==> src/rtl/rgb_pwm_periph_if.sv <==
// rgb_pwm_periph_if: data-memory bus between the core load/store path and the PWM peripheral
interface rgb_pwm_periph_if;
  logic        dmem_wren;
  logic [31:0] dmem_address;
  logic [2:0]  funct3;
  logic [31:0] dmem_data_in;
  logic [31:0] dmem_data_out;
  modport master (output dmem_wren, dmem_address, funct3, dmem_data_in, input dmem_data_out);
  modport slave (input dmem_wren, dmem_address, funct3, dmem_data_in, output dmem_data_out);
endinterface

==> src/rtl/rgb_pwm_periph.sv <==
// rgb_pwm_periph: memory-mapped 4-channel PWM with prescaler, shadowed duties and sticky period flag
module rgb_pwm_periph #(
  parameter logic [31:0] BASE_ADDR = 32'hFFFF_0010,
  parameter int PRESCALE_WIDTH = 16
) (
  input  logic clk,
  input  logic reset,
  rgb_pwm_periph_if.slave bus,
  output logic led,
  output logic red,
  output logic green,
  output logic blue
);
  logic [4:0] ctrl;
  logic [PRESCALE_WIDTH-1:0] prescale, pre_cnt;
  logic [31:0] duty, shadow;
  logic [7:0] pwm_cnt;
  logic period_done;
  logic sel, we, run, run_nx, tick, wrap, clr;
  logic [1:0] off;
  logic [3:0] be;
  logic [31:0] wd, mask, rd;
  logic [4:0] ctrl_nx;
  logic [PRESCALE_WIDTH-1:0] pre_nx;
  logic [31:0] duty_nx;
  assign sel = bus.dmem_address[31:4] == BASE_ADDR[31:4];
  assign off = bus.dmem_address[3:2];
  assign we = bus.dmem_wren & sel;
  assign be = bus.funct3 == 3'b000 ? 4'b0001 << bus.dmem_address[1:0] :
              bus.funct3 == 3'b001 ? (bus.dmem_address[1] ? 4'b1100 : 4'b0011) :
              bus.funct3 == 3'b010 ? 4'b1111 : 4'b0000;
  assign wd = bus.funct3 == 3'b000 ? {4{bus.dmem_data_in[7:0]}} :
              bus.funct3 == 3'b001 ? {2{bus.dmem_data_in[15:0]}} : bus.dmem_data_in;
  assign mask = {{8{be[3]}}, {8{be[2]}}, {8{be[1]}}, {8{be[0]}}};
  assign ctrl_nx = (ctrl & ~mask[4:0]) | (wd[4:0] & mask[4:0]);
  assign pre_nx = (prescale & ~mask[PRESCALE_WIDTH-1:0]) | (wd[PRESCALE_WIDTH-1:0] & mask[PRESCALE_WIDTH-1:0]);
  assign duty_nx = (duty & ~mask) | (wd & mask);
  assign run = ctrl[4];
  // counters clear on the very edge that drops run, so look at the incoming value
  assign run_nx = we && off == 2'd0 ? ctrl_nx[4] : run;
  assign tick = run & run_nx & (pre_cnt >= prescale);
  assign wrap = tick & (pwm_cnt == 8'hFF);
  assign clr = we & (off == 2'd3) & be[1] & wd[8];
  assign rd = off == 2'd0 ? 32'(ctrl) :
              off == 2'd1 ? 32'(prescale) :
              off == 2'd2 ? duty : {23'd0, period_done, pwm_cnt};
  always_ff @(posedge clk or posedge reset) begin
    if (reset) begin
      ctrl <= '0;
      prescale <= '0;
      duty <= '0;
      shadow <= '0;
      pre_cnt <= '0;
      pwm_cnt <= '0;
      period_done <= 1'b0;
      bus.dmem_data_out <= '0;
      led <= 1'b0;
      red <= 1'b0;
      green <= 1'b0;
      blue <= 1'b0;
    end else begin
      if (we && off == 2'd0) ctrl <= ctrl_nx;
      if (we && off == 2'd1) prescale <= pre_nx;
      if (we && off == 2'd2) duty <= duty_nx;
      bus.dmem_data_out <= sel ? rd : '0;
      pre_cnt <= run & run_nx & ~tick ? pre_cnt + 1'b1 : '0;
      pwm_cnt <= !run_nx ? 8'd0 : tick ? pwm_cnt + 8'd1 : pwm_cnt;
      // shadow only reloads at period boundaries so a mid-period duty write cannot glitch
      if (!run || wrap) shadow <= duty;
      period_done <= wrap | (period_done & ~clr);
      led <= run & ctrl[0] & (pwm_cnt < shadow[7:0]);
      red <= run & ctrl[1] & (pwm_cnt < shadow[15:8]);
      green <= run & ctrl[2] & (pwm_cnt < shadow[23:16]);
      blue <= run & ctrl[3] & (pwm_cnt < shadow[31:24]);
    end
  end
endmodule
==> src/flat_wrapper.sv <==
// flat-port wrapper written by rule: the top's interface ports become plain ports
module rgb_pwm_periph_flat 
#(
  parameter logic [31:0] BASE_ADDR = 32'hFFFF_0010,
  parameter int PRESCALE_WIDTH = 16
)
  (clk, reset, led, red, green, blue, bus_dmem_wren, bus_dmem_address, bus_funct3, bus_dmem_data_in, bus_dmem_data_out);
  rgb_pwm_periph_if bus_i ();
  input  logic clk;
  input  logic reset;
  output logic led;
  output logic red;
  output logic green;
  output logic blue;
  input wire logic [$bits(bus_i.dmem_wren)-1:0] bus_dmem_wren;
  input wire logic [$bits(bus_i.dmem_address)-1:0] bus_dmem_address;
  input wire logic [$bits(bus_i.funct3)-1:0] bus_funct3;
  input wire logic [$bits(bus_i.dmem_data_in)-1:0] bus_dmem_data_in;
  output wire logic [$bits(bus_i.dmem_data_out)-1:0] bus_dmem_data_out;
  assign bus_i.dmem_wren = bus_dmem_wren;
  assign bus_i.dmem_address = bus_dmem_address;
  assign bus_i.funct3 = bus_funct3;
  assign bus_i.dmem_data_in = bus_dmem_data_in;
  assign bus_dmem_data_out = bus_i.dmem_data_out;
  rgb_pwm_periph #(.BASE_ADDR(BASE_ADDR), .PRESCALE_WIDTH(PRESCALE_WIDTH)) u_core (.clk(clk), .reset(reset), .bus(bus_i), .led(led), .red(red), .green(green), .blue(blue));
endmodule
==> config.mk <==
export PLATFORM = sky130hd
export DESIGN_NAME = rgb_pwm_periph_flat
export DESIGN_NICKNAME = d
export VERILOG_FILES = /design/src/rtl/rgb_pwm_periph_if.sv /design/src/rtl/rgb_pwm_periph.sv /design/src/flat_wrapper.sv
export SDC_FILE = /design/constraint.sdc
export NUM_CORES = 1
export LEC_CHECK = 0
export BUFFER_PORTS_ARGS = -buffer_cell sky130_fd_sc_hd__buf_2
export CORE_AREA = 10 10 139 141
export CTS_BUF_LIST = sky130_fd_sc_hd__clkbuf_2 sky130_fd_sc_hd__clkbuf_4 sky130_fd_sc_hd__clkbuf_8
export DETAILED_ROUTE_END_ITERATION = 10
export DIE_AREA = 0 0 149 151
export GPL_TIMING_DRIVEN = 0
export PLACE_DENSITY = 0.63
export SYNTH_ARGS = -nofsm -noshare
export SYNTH_HDL_FRONTEND = slang
export SYNTH_SLANG_ARGS = --single-unit
==> constraint.sdc <==
create_clock -name clk -period 5.15 [get_ports clk]
set_input_delay 0.2575 -clock clk [delete_from_list [all_inputs] [get_ports clk]]
set_output_delay 0.2575 -clock clk [all_outputs]
set_load 0.02 [all_outputs]
==> results of run 1 <==
[placed cells by master (no fill, tap or decap), types with 7 or more instances in the layout]
| cell | n |
|---|---|
| o21ai_0 | 30 |
| inv_1 | 51 |
| a21oi_1 | 27 |
| nand2b_1 | 8 |
| clkbuf_8 | 18 |
| mux2_2 | 67 |
| nor2b_1 | 7 |
| nand3_1 | 10 |
| a22oi_1 | 11 |
| nand2_1 | 34 |
| a21o_1 | 10 |
| dfrtp_1 | 146 |
| ha_1 | 46 |
| clkbuf_1 | 12 |
| mux2i_1 | 18 |
| and2_1 | 17 |
| nor2_1 | 57 |
| nand4_1 | 9 |
| buf_2 | 108 |
| xor2_1 | 9 |
[power breakdown]
| part | switching (W) | internal, W | total (W) |
|---|---|---|---|
| combinational | 0.0000768 | 0.0000407 | 0.000117 |
| clock | 0.000441 | 0.000603 | 0.00104 |
| sequential | 0.00000000000536 | 0.00115 | 0.00115 |
[kinds of logic (layout without fill, tap and decap cells)]
family,after synthesis,in the layout,synth area share [%]
DFF,146,146,49.61
buffers and inverters,75,214,4.128
adders and majority gates,46,46,7.815
and+or+nand+nor,171,171,12.18
xor gates and xnor gates,15,15,1.784
muxes,94,94,14.83
AOI/OAI and AO/OA,109,109,9.650
[timing repair]
action / in CTS / in global routing
setup endpoints to repair: 0 / 0
hold endpoints to repair: 70 / 0
hold buffers: 1 / 0
[worst paths after layout]
path / from / end / cells after the start
min in group asynchronous: reset / async pin / 3
max: u_core.pre_cnt[0] / u_core.pwm_cnt[1] / 9
max reg2reg: u_core.pre_cnt[0] / u_core.pwm_cnt[1] / 9
min: bus_dmem_data_in[31] / register / 3
max in group asynchronous: reset / u_core.shadow[23] / 4
min reg2reg: u_core.shadow[10] / u_core.shadow[10] / 1
[area by class of cell]
cell class | instances | area share (%)
Clock buffer | 20 | 3.029
Buffer | 23 | 1.255
Clock inverter | 12 | 2.337
Timing Repair Buffer | 107 | 6.492
Tap cell | 220 | 3.174
Sequential cell | 146 | 42.12
Multi-Input combinational cell | 435 | 39.28
Inverter | 52 | 2.308
[metal layers]
layer	GRT usage, %	share of wire (%)
met2	28.69	50
met3	4.236	4.9
met5	0	0
met4	6.968	2.2
met1	22.02	43
[worst reg2reg max path: cells and delay by family (launching register included)]
family | cells | cell delay, ps
AO/OA/AOI/OAI | 3 | 1340
buffers and inverters | 2 | 520
flip-flops | 1 | 440
adder cells (fa/ha/maj) | 1 | 280
multiplexers | 1 | 240
AND/OR/NAND/NOR | 2 | 190
[per-stage QoR]
stage	TNS, ps	std cells
after floorplan	0	656
after global placement	-87740	981
after detailed placement	0	982
after CTS	0	1015
after global routing	0	1015
final	0	1015
==> flow_metrics.env, run 1 <==
export IMPL_max_freq_mhz=318.1
export IMPL_cts_tree="yes"
export IMPL_finalPower_w=0.002307
export IMPL_die_h_microns=151
export IMPL_htreeDepth=4
export IMPL_crit_family="compound AO/OA/AOI/OAI gates"
export IMPL_syn_area_sq_um=7365
export IMPL_finalSetupViolCount=0
export IMPL_synth_async_reset_ratio_pct=100.0
export IMPL_areaGrowthSynthToFinish_pct=17.77
export IMPL_antenna_found_initial=0
export IMPL_cp_arrival_ps=3470
export IMPL_path_buf_inv=2
export IMPL_ff2ff_setup_slack_ps=2010
export IMPL_worst_path_max_delay_cell="o31ai_1"
export IMPL_die_area_sq_um=22500
export IMPL_placementRows=47
export IMPL_viasPerCell=5.307
export IMPL_path_max_fanout=10
export IMPL_fillers=1498
export IMPL_slew_headroom_pct=50.33
export IMPL_first_pass_iters=4
export IMPL_ys_seq_elements=146
export IMPL_critical_path_required_ps=5480
export IMPL_status="complete, no violations"
export IMPL_cts_max_path_buffers=2
export IMPL_cap_viol_max_count=0
export IMPL_num_antenna_cells=0
export IMPL_die_x_microns=149
export IMPL_crit_chain="inv_1 > ha_1 > nand2b_1 > a2111oi_0 > o32ai_1 > o31ai_1 > clkbuf_1 > mux2i_1 > nor2_1"
export IMPL_synth_top_cell_area_share_pct=49.61
export IMPL_drt_first_iter_violations=333
export IMPL_cp_start_kind="register"
export IMPL_start_util_pct=44.73
export IMPL_synth_area_top_cells="dfrtp_1, mux2_2, ha_1, nor2_1, inv_1"
export IMPL_grt_pass1_wl_mm=30.61
export IMPL_synth_cell_types=51
export IMPL_multi_input_area_sq_um=3407
export IMPL_io_buffers=105
export IMPL_nNetsFinal=898
export IMPL_finalHoldViolations=0
export IMPL_cts_inserted_buffers=17
export IMPL_syn_num_nets=772
export IMPL_clk_pin_slew_ps=80
export IMPL_slowest_delay_ps=670
export IMPL_syn_avg_cell_area_sq_um=11.23
export IMPL_ant_nets=0
export IMPL_drc_errors=0
export IMPL_routed_wl_mm=19.09
export IMPL_cp_end_kind="register"
export IMPL_grt_ovfl_total=0
export IMPL_cts_sinks=146
export IMPL_cts_resized=0
export IMPL_hold_path_class="in -> reg"
export IMPL_critical_path_class="reg -> reg"
export IMPL_ir_drop_v=0.0001678
export IMPL_routed_via_count=5387
export IMPL_post_route_util_pct=52.67
export IMPL_synth_most_common_cell="dfrtp_1"
export IMPL_place_gp_congestion=0.8632
export IMPL_wl_per_cell_microns=18.80
export IMPL_place_area_sq_um=8198
export IMPL_fin_worst_skew_ps=9.033
export IMPL_layout_area_seq_sq_um=3654
export IMPL_ctsRootBufferMaster="clkbuf_8"
export IMPL_core_sq_um=16470
export IMPL_yosys_warnings=0
export IMPL_drv_slew=0
export IMPL_rsz0062_at_grt="false"
export IMPL_dp_hpwl_mm=14.62
export IMPL_synth_common_cells="dfrtp_1, mux2_2, nor2_1"
export IMPL_power_leakage_nw=4.135
export IMPL_drive_above_1_share_pct=28.43
export IMPL_grt_max_degree=77
export IMPL_yosys_area_top_type="dfrtp_1"
export IMPL_dp_slack_ps=1979
export IMPL_synth_ff_type="dfrtp_1"
export IMPL_synth_edf_count=0
export IMPL_power_density_nw_per_um2=265.9
export IMPL_stdcell_area_sq_um=8673
export IMPL_worst_hold_slack_ps=111.7
export IMPL_worst_pin_slew_ps=738.7
export IMPL_ios=106
export IMPL_grt_pass1_vias=5744
export IMPL_synthCells=656
export IMPL_fin_crit_sh_pct=61.05
export IMPL_clk_latency_ps=460
export IMPL_ys_seq_area_share_pct=49.61
export IMPL_setup_ws_ps=2006
export IMPL_post_cts_buffers=0
export IMPL_min_period_ps=3144
export IMPL_grt_use_total_pct=17.56
(Power assumes the default switching activity.)
==> inputs of run 2 (changes only) <==
--- a/config.mk
+++ b/config.mk
@@ -11,7 +11,7 @@
 export DETAILED_ROUTE_END_ITERATION = 10
 export DIE_AREA = 0 0 149 151
 export GPL_TIMING_DRIVEN = 0
-export PLACE_DENSITY = 0.63
+export PLACE_DENSITY = 0.65
 export SYNTH_ARGS = -nofsm -noshare
 export SYNTH_HDL_FRONTEND = slang
 export SYNTH_SLANG_ARGS = --single-unit
==> constraint.sdc (replaced) <==
create_clock -name clk -period 2.55 [get_ports clk]
set_input_delay 0.1275 -clock clk [delete_from_list [all_inputs] [get_ports clk]]
set_output_delay 0.1275 -clock clk [all_outputs]
set_load 0.02 [all_outputs]
==> run 2 against run 1 <==
Against the previous run: global-route usage rose by 0.87 points; hold slack got worse by 91 ps; final cell count rose by 4.2%; flip-flop and latch count did not move; final area rose by 8.3%; via count rose by 5.9%; sequential share of layout area fell by 3.2 points; utilization rose by 4.4 points; the flow now finishes with violations (negative setup slack); routed wire length rose by 7.7%; largest power group unchanged; die area did not move; largest cell class is now multi-input combinational cells; first-iteration DRC count rose by 25%.
==> flow_metrics.env, run 2 (synthesis results as in run 1) <==
export IMPL_status="finished with violations"
export IMPL_netSwitchingFraction_pct=24.01
export IMPL_final_cell_mix="dfrtp_1, buf_2, nor2_1"
export IMPL_placementRows=47
export IMPL_areaGrowthSynthToFinish_pct=27.56
export IMPL_cp_start_kind="register"
export IMPL_dp_hpwl_mm=14.94
export IMPL_core_sq_um=16470
export IMPL_path_max_fanout=6
export IMPL_grt_pass1_wl_mm=32.28
export IMPL_drive_above_1_share_pct=34.17
export IMPL_die_x_microns=149
export IMPL_finalSetupViolCount=35
export IMPL_io_buffers=105
export IMPL_ff2ff_path_depth=9
export IMPL_viasPerCell=5.394
export IMPL_antenna_found_initial=1
export IMPL_violations="negative setup slack"
export IMPL_cp_end_kind="register"
export IMPL_routed_wl_mm=20.56
export IMPL_ant_nets=0
export IMPL_drv_slew=0
export IMPL_layout_commonest_cell="dfrtp_1"
export IMPL_clk_pin_slew_ps=90
export IMPL_cts_tree="yes"
export IMPL_critPathLaunch="u_core.pre_cnt[15]"
export IMPL_finalHoldViolations=0
export IMPL_cts_max_path_buffers=2
export IMPL_fin_worst_skew_ps=13.74
export IMPL_tns_ps=-2743
export IMPL_rsz0062_at_grt="true"
export IMPL_comb_power_share_pct=5.5
export IMPL_grt_max_degree=43
export IMPL_die_area_sq_um=22500
export IMPL_cp_arrival_ps=3010
export IMPL_slew_headroom_pct=38.43
export IMPL_first_pass_iters=5
export IMPL_cap_viol_max_count=0
export IMPL_ir_drop_v=0.0003220
export IMPL_grt_pass1_vias=5975
export IMPL_hold_path_class="in -> reg"
export IMPL_htreeDepth=4
export IMPL_p_switching_w=0.001106
export IMPL_cts_sinks=146
export IMPL_routed_via_count=5707
export IMPL_worst_pin_slew_ps=921.6
export IMPL_die_h_microns=151
export IMPL_worstReg2RegEnd="u_core.shadow[14]"
export IMPL_p_clk_share_pct=44.3
export IMPL_nNetsFinal=940
export IMPL_max_freq_mhz=375.3
export IMPL_fin_crit_sh_pct=104.5
export IMPL_ff2ff_setup_slack_ps=-110
export IMPL_p_int_w=0.003501
export IMPL_ctsRootBufferMaster="clkbuf_8"
export IMPL_place_gp_congestion=0.9331
export IMPL_ios=106
export IMPL_drt_first_iter_violations=417
export IMPL_clk_latency_ps=470
export IMPL_critical_path_class="reg -> reg"
export IMPL_power_density_nw_per_um2=490.4
export IMPL_wl_per_cell_microns=19.43
export IMPL_critical_path_required_ps=2890
export IMPL_r2r_start="u_core.pre_cnt[15]"
export IMPL_cts_inserted_buffers=17
export IMPL_setup_ws_ps=-114.5
export IMPL_grt_use_total_pct=18.43
export IMPL_dp_slack_ps=-722.1
export IMPL_p_seq_share_pct=50.2
export IMPL_power_leakage_nw=4.539
export IMPL_grt_ovfl_total=0
export IMPL_drc_errors=0
export IMPL_start_util_pct=44.73
export IMPL_cp_endpoint="u_core.shadow[14]"
export IMPL_min_period_ps=2664
[run 2: timing repair]
item / CTS / global route
setup endpoints to repair: 57 / 55
buffers inserted: 23 / 6
endpoints found under the hold margin: 51 / 0
resized for setup: 57 / 22
pin swaps: 11 / 18
gates cloned: 1 / 2
hold buffers: 10 / 0
[run 2: power by group through the flow]
| stage | combinational [W] | sequential [W] | clock [W] |
|---|---|---|---|
| floorplan | 0.000111 | 0.00236 | 0 |
| global placement | 0.000223 | 0.00236 | 0 |
| detailed placement | 0.000240 | 0.00236 | 0 |
| CTS | 0.000253 | 0.00231 | 0.00207 |
| global route | 0.000276 | 0.00231 | 0.00218 |
| finish | 0.000252 | 0.00231 | 0.00204 |
[run 2: critical path, cell delays in order (launching register included)]
cell	delay, ps
dfrtp_1	430
ha_4	290
nand4_1	150
or3_4	430
o32ai_4	300
nor3_4	90
o21ai_2	180
buf_6	190
clkbuf_16	190
mux2_4	300
[run 2: through the flow]
| stage | std cells | util, % | power [W] | hold slack, ps | area, sq um |
|---|---|---|---|---|---|
| 2_1_floorplan | 656 | - | 0.002471 | 262.2 | 7368 |
| 3_3_place_gp | 981 | 49.61 | 0.002583 | 446.2 | 8169 |
| 3_5_place_dp | 984 | 49.98 | 0.002600 | 370.2 | 8229 |
| 4_1_cts | 1050 | 56.00 | 0.004635 | 2.469 | 9220 |
| 5_1_grt | 1057 | 57.04 | 0.004767 | 18.82 | 9392 |
| 6_report | 1058 | 57.05 | 0.004607 | 21.02 | 9394 |
[run 2: layer usage]
layer / global-route usage (%) / share of wire [%]
met5: 0 / 0
met4: 9.274 / 3.7
met3: 4.415 / 6.1
met2: 30.38 / 50
met1: 22.16 / 41
[run 2: final cells by class]
type,instances,area [sq um]
Sequential cell,146,3654
Inverter,52,198.9
Clock inverter,14,205.2
Clock buffer,18,241.5
Antenna cell,1,2.502
Timing Repair Buffer,149,967.2
Buffer,23,163.9
Multi-Input combinational cell,435,3686
Fill cell,1422,7072
Tap cell,220,275.3
[run 2: worst min path at each step]
stage	from	endpoint	slack (ps)	cells after the start
6_report	bus_dmem_data_in[26]	register	20	3
5_1_grt	bus_dmem_data_in[2]	register	20	2
4_1_cts	bus_dmem_data_in[26]	register	2	3
3_5_place_dp	reset	u_core.red	370	2
3_3_place_gp	bus_dmem_data_in[31]	register	450	3
2_1_floorplan	bus_dmem_data_in[4]	register	260	1
